`src/rtl/majority_serial_ctrl_if.sv`:
```
// Handshake bundle for the serial majority engine: word in on in_*, vote result out on out_*.
// The engine takes the slave side; the producer/consumer (or bench) takes the master side.
interface majority_serial_ctrl_if #(
  parameter int SIZE  = 9,
  parameter int CNT_W = 4
);
  logic             in_valid;
  logic             in_ready;
  logic [SIZE-1:0]  in_data;
  logic             out_valid;
  logic             out_ready;
  logic             out_y;
  logic [CNT_W-1:0] out_count;
  logic             busy;

  modport slave (
    input  in_valid, in_data, out_ready,
    output in_ready, out_valid, out_y, out_count, busy
  );

  modport master (
    output in_valid, in_data, out_ready,
    input  in_ready, out_valid, out_y, out_count, busy
  );
endinterface

```
`src/rtl/majority_serial_ctrl.sv`:
```
// Serial majority voter: counts the ones of one accepted word a bit per cycle through a
// single adder, then holds ones count and majority flag on a valid/ready result port.
module majority_serial_ctrl #(
  parameter int          SIZE     = 9,
  parameter int unsigned MAJORITY = 5,
  parameter int          CNT_W    = 4
) (
  input logic                  clk,
  input logic                  rst,
  majority_serial_ctrl_if.slave bus
);
  localparam logic [1:0] S_IDLE  = 2'd0;
  localparam logic [1:0] S_COUNT = 2'd1;
  localparam logic [1:0] S_DONE  = 2'd2;

  logic [1:0]       state;
  logic [SIZE-1:0]  sh;
  logic [CNT_W-1:0] idx;
  logic [CNT_W-1:0] acc;
  logic [CNT_W-1:0] acc_nxt;
  logic [CNT_W-1:0] res_count;
  logic             res_y;
  logic             last;

  // acc_nxt already includes the bit being consumed, so on the last bit it is the final count
  assign acc_nxt = acc + CNT_W'(sh[0]);
  assign last    = (idx == CNT_W'(SIZE - 1));

  always_ff @(posedge clk) begin
    if (rst) begin
      state     <= S_IDLE;
      sh        <= '0;
      idx       <= '0;
      acc       <= '0;
      res_count <= '0;
      res_y     <= 1'b0;
    end else begin
      case (state)
        S_IDLE: begin
          if (bus.in_valid) begin
            sh    <= bus.in_data;
            acc   <= '0;
            idx   <= '0;
            state <= S_COUNT;
          end
        end
        S_COUNT: begin
          acc <= acc_nxt;
          sh  <= sh >> 1;
          idx <= idx + CNT_W'(1);
          if (last) begin
            state     <= S_DONE;
            res_count <= acc_nxt;
            res_y     <= (32'(acc_nxt) >= MAJORITY);
          end
        end
        S_DONE: begin
          if (bus.out_ready) state <= S_IDLE;
        end
        default: state <= S_IDLE;
      endcase
    end
  end

  // in_ready only in IDLE: a result consume and a new accept never share a cycle
  assign bus.in_ready  = (state == S_IDLE);
  assign bus.out_valid = (state == S_DONE);
  assign bus.busy      = (state != S_IDLE);
  assign bus.out_count = res_count;
  assign bus.out_y     = res_y;
endmodule
```
`src/flat_wrapper.sv`:
```
// flat-port wrapper written by rule: the top's interface ports become plain ports
module majority_serial_ctrl_flat 
#(
  parameter int          SIZE     = 9,
  parameter int unsigned MAJORITY = 5,
  parameter int          CNT_W    = 4
)
  (clk, rst, bus_in_valid, bus_in_data, bus_out_ready, bus_in_ready, bus_out_valid, bus_out_y, bus_out_count, bus_busy);
  majority_serial_ctrl_if #(.SIZE(SIZE), .CNT_W(CNT_W)) bus_i ();
  input logic clk;
  input logic rst;
  input wire logic [$bits(bus_i.in_valid)-1:0] bus_in_valid;
  input wire logic [$bits(bus_i.in_data)-1:0] bus_in_data;
  input wire logic [$bits(bus_i.out_ready)-1:0] bus_out_ready;
  output wire logic [$bits(bus_i.in_ready)-1:0] bus_in_ready;
  output wire logic [$bits(bus_i.out_valid)-1:0] bus_out_valid;
  output wire logic [$bits(bus_i.out_y)-1:0] bus_out_y;
  output wire logic [$bits(bus_i.out_count)-1:0] bus_out_count;
  output wire logic [$bits(bus_i.busy)-1:0] bus_busy;
  assign bus_i.in_valid = bus_in_valid;
  assign bus_i.in_data = bus_in_data;
  assign bus_i.out_ready = bus_out_ready;
  assign bus_in_ready = bus_i.in_ready;
  assign bus_out_valid = bus_i.out_valid;
  assign bus_out_y = bus_i.out_y;
  assign bus_out_count = bus_i.out_count;
  assign bus_busy = bus_i.busy;
  majority_serial_ctrl #(.SIZE(SIZE), .MAJORITY(MAJORITY), .CNT_W(CNT_W)) u_core (.clk(clk), .rst(rst), .bus(bus_i));
endmodule
```
`config.mk`:
```
export PLATFORM = sky130hd
export DESIGN_NAME = majority_serial_ctrl_flat
export DESIGN_NICKNAME = d
export VERILOG_FILES = /design/src/rtl/majority_serial_ctrl_if.sv /design/src/rtl/majority_serial_ctrl.sv /design/src/flat_wrapper.sv
export SDC_FILE = /design/constraint.sdc
export NUM_CORES = 1
export LEC_CHECK = 0
export ABC_AREA = 1
export CAP_MARGIN = 20
export CORE_ASPECT_RATIO = 1.5
export CORE_UTILIZATION = 25
export CTS_CLUSTER_SIZE = 20
export DETAILED_ROUTE_END_ITERATION = 10
export HOLD_SLACK_MARGIN = 0.08
export PLACE_DENSITY = 0.42
export REMOVE_ABC_BUFFERS = 1
export SLEW_MARGIN = 20
export SYNTH_ARGS = -nofsm -noshare
export SYNTH_HDL_FRONTEND = slang
export SYNTH_SLANG_ARGS = --single-unit
export TNS_END_PERCENT = 30
```
`constraint.sdc`:
```
create_clock -name clk -period 1.8 [get_ports clk]
set_input_delay 0.36 -clock clk [delete_from_list [all_inputs] [get_ports clk]]
set_output_delay 0.36 -clock clk [all_outputs]
set_load 0.05 [all_outputs]
```
==> results.py <==
metrics = {
    "drt": {
        "drt-vias-per-instance": 4.51,
        "ant_nets": 0,
        "dr.pass1.iters": 4,
        "drtIter0Drc": 16,
        "vias": 970,
        "drc": 0,
        "routed_wl_um": 2360,
        "avgRoutedWirePerCell_um": 11.0,
    },
    "grt": {
        "grt_overflow_total": 0,
        "antenna_found_initial": 0,
        "track_usage_pct": 10.6,
        "grt_max_degree": 15,
        "grt_pass1_wl_um": 3900,
        "grt_pass1_vias": 903,
    },
    "clocking": {
        "clkTransAtPathRegs_ns": 0.08,
        "insertion_delay_ns": 0.26,
        "numCtsBuffers": 3,
        "cts_resized": 0,
        "root_buffer": "clkbuf_8",
        "postCtsSetupBuffers": 0,
        "cts_sinks": 24,
        "htree_levels": 1,
        "cts_tree": "done",
        "cts.path.max_buffers": 2,
        "hold_buffers": 0,
    },
    "critical_path": {
        "cp_data_arrival_time_ns": 1.09,
        "crit_path_end_kind": "output pin",
        "rr_endpoint": "u_core.bus.out_y",
        "cp_data_required_time_ns": 1.44,
        "critPathLaunchType": "register",
        "crit_family": "flip-flops",
        "crit_chain": "inv_2 > nor2_1 > buf_12",
        "reg2reg_from": "u_core.acc[0]",
        "crit_type": "register to output pin",
        "reg2reg_depth": 7,
        "cpPeakStageDelay_ns": 0.37,
        "cp_num_buf_inv": 2,
        "cp_slowest_cell": "dfxtp_1",
        "critPathMaxFanout": 3,
        "worst-r2r-setup-slack_ns": 0.51,
    },
    "status": {
        "status": "finished clean",
    },
    "timing": {
        "slew_headroom_pct": 82.2,
        "drv_slew": 0,
        "rsz0062_at_grt": "false",
        "final.setup_skew_ns": 0.00425,
        "period_share_pct": 80.4,
        "tightest_slew_ns": 0.266,
        "setup_tns_ns": 0,
        "finalHoldViolCount": 0,
        "finalSetupViolations": 0,
        "fmax_mhz": 691,
        "post-route-min-period_ns": 1.45,
        "whs_ns": 0.467,
    },
    "cells_and_area": {
        "final_area_um2": 1410,
        "drive_above_1_share_pct": 16.0,
        "fillCellCount": 462,
        "diodes": 0,
        "area_delta_synth_final_pct": 27.2,
        "finalNetCount": 187,
    },
    "floorplanning": {
        "die_w_um": 56.4,
        "start_util_pct": 26.1,
        "rows": 29,
        "dieArea_um2": 4720,
        "ios": 21,
        "die_h_um": 83.6,
        "core_area_um2": 4250,
    },
    "run": {
        "cap_violations": 0,
    },
    "hold_path": {
        "holdPathEnd": "u_core.sh[8]",
        "hold_depth": 2,
        "min_from": "u_core.sh[8]",
        "hold_path_class": "register to register",
    },
    "power_and_ir_drop": {
        "pwr_density_cell_nw_per_um2": 768,
        "leakagePower_uw": 0.000575,
        "vdd_ir_drop_max_uv": 390,
        "p_total_uw": 1080,
    },
    "logic_synthesis": {
        "ys_seq_area_share_pct": 43.3,
        "ys_seq_elements": 24,
        "synth_edf_count": 0,
        "yosysUniqueCellTypes": 23,
        "synth_top_area_share_pct": 43.3,
        "ys_warn_count": 0,
        "syn_area_um2": 1110,
        "synth.avg_cell_area_um2": 7.55,
        "syn-instance-count": 147,
        "synth_top_cell_by_area": "dfxtp_1",
        "synthTopCellsByArea": "dfxtp_1 43%, nand2_1 12%, a21oi_1 12%, inv_1 5.4%, ha_1 4.5%",
        "synthArstFlopShare_pct": 0,
        "synthFlopType": "dfxtp_1",
    },
    "placement": {
        "portBuffers": 20,
        "placed_cell_area_um2": 1360,
        "hpwl_um": 1790,
        "gp_congestion": 0.784,
    },
}
==> area by class of cell <==
type                            instances  area [µm²]  area share, %
Timing Repair Buffer                   22         220           15.6
Inverter                               20        80.1           5.67
Tap cell                               46        57.6           4.08
Clock buffer                            4        55.1           3.90
Multi-Input combinational cell         99         518           36.7
Sequential cell                        24         480           34.0
==> worst max-delay path by stage <==
stage / startpoint / end / slack, ns / cells past startpoint
after global placement: bus_in_valid / u_core.idx[3] / 0.29 / 6
after CTS: u_core.state[1] / bus_out_valid / 0.33 / 3
after detailed placement: bus_in_valid / u_core.idx[3] / 0.27 / 6
final: u_core.state[1] / bus_out_valid / 0.35 / 3
after global routing: u_core.state[1] / bus_out_valid / 0.30 / 3
after floorplan: u_core.state[0] / u_core.idx[3] / 0.20 / 6
==> through the flow <==
stage	setup WS, ns	instances	util [%]
after floorplan	0.195	143	-
after global routing	0.300	215	33.2
after global placement	0.286	211	31.9
after detailed placement	0.268	211	31.9
after CTS	0.334	215	33.2
final	0.353	215	33.2
==> Yosys cell counts, types with 2 or more instances <==
cell type  instances
a211oi_1           2
a21oi_1           26
buf_6              2
dfxtp_1           24
ha_1               4
inv_1             16
inv_2              2
inv_4              2
nand2_1           35
nand2_2            2
nand2_4            2
nand3_1            4
nand4_1            2
nor2_1            13
nor2_4             2
o21ai_0            2
==> worst min-delay path: stages, from the launching register on <==
cell and delay, ns:
dfxtp_1 0.32, nand2_1 0.06, a21oi_1 0.05
==> registers in the layout (all words and copies together), names as in the netlist <==
signal,cells
u_core.state,2
u_core.bus.out_y,1
u_core.sh,9
u_core.acc,4
u_core.bus.out_count,4
u_core.idx,4
==> layout by cell type, fill, tap and decap left out, types with 2 or more instances in the layout <==
cell and n:
a211oi_1 2, a21oi_1 26, buf_12 2, buf_4 8, clkbuf_8 4, clkdlybuf4s50_1 12, dfxtp_1 24, ha_1 4
inv_1 16, inv_2 2, inv_4 2, nand2_1 35, nand2_2 2, nand2_4 2, nand3_1 4, nand4_1 2
nor2_1 13, nor2_4 2, o21ai_0 2
==> kinds of logic after synthesis <==
kind of cell             synth area share (%)
XOR/XNOR                                0.789
AND/OR/NAND/NOR                          25.8
AO/OA/AOI/OAI                            15.6
adder cells (fa/ha/maj)                  4.51
flip-flops                               43.3
buffers and inverters                    10.0
==> where the power goes <==
part / switching [µW] / internal [µW]
clock: 172 / 195
sequential: 11.0 / 549
combinational: 91.4 / 64.4
total: 275 / 809
==> metal layers <==
layer	wire length (µm)	GRT usage, %
met5	0	0
met3	96	1.55
met1	1070	12.2
met2	1180	18.6
met4	23	5.32
Note: power is estimated with default switching activity, not from simulation.
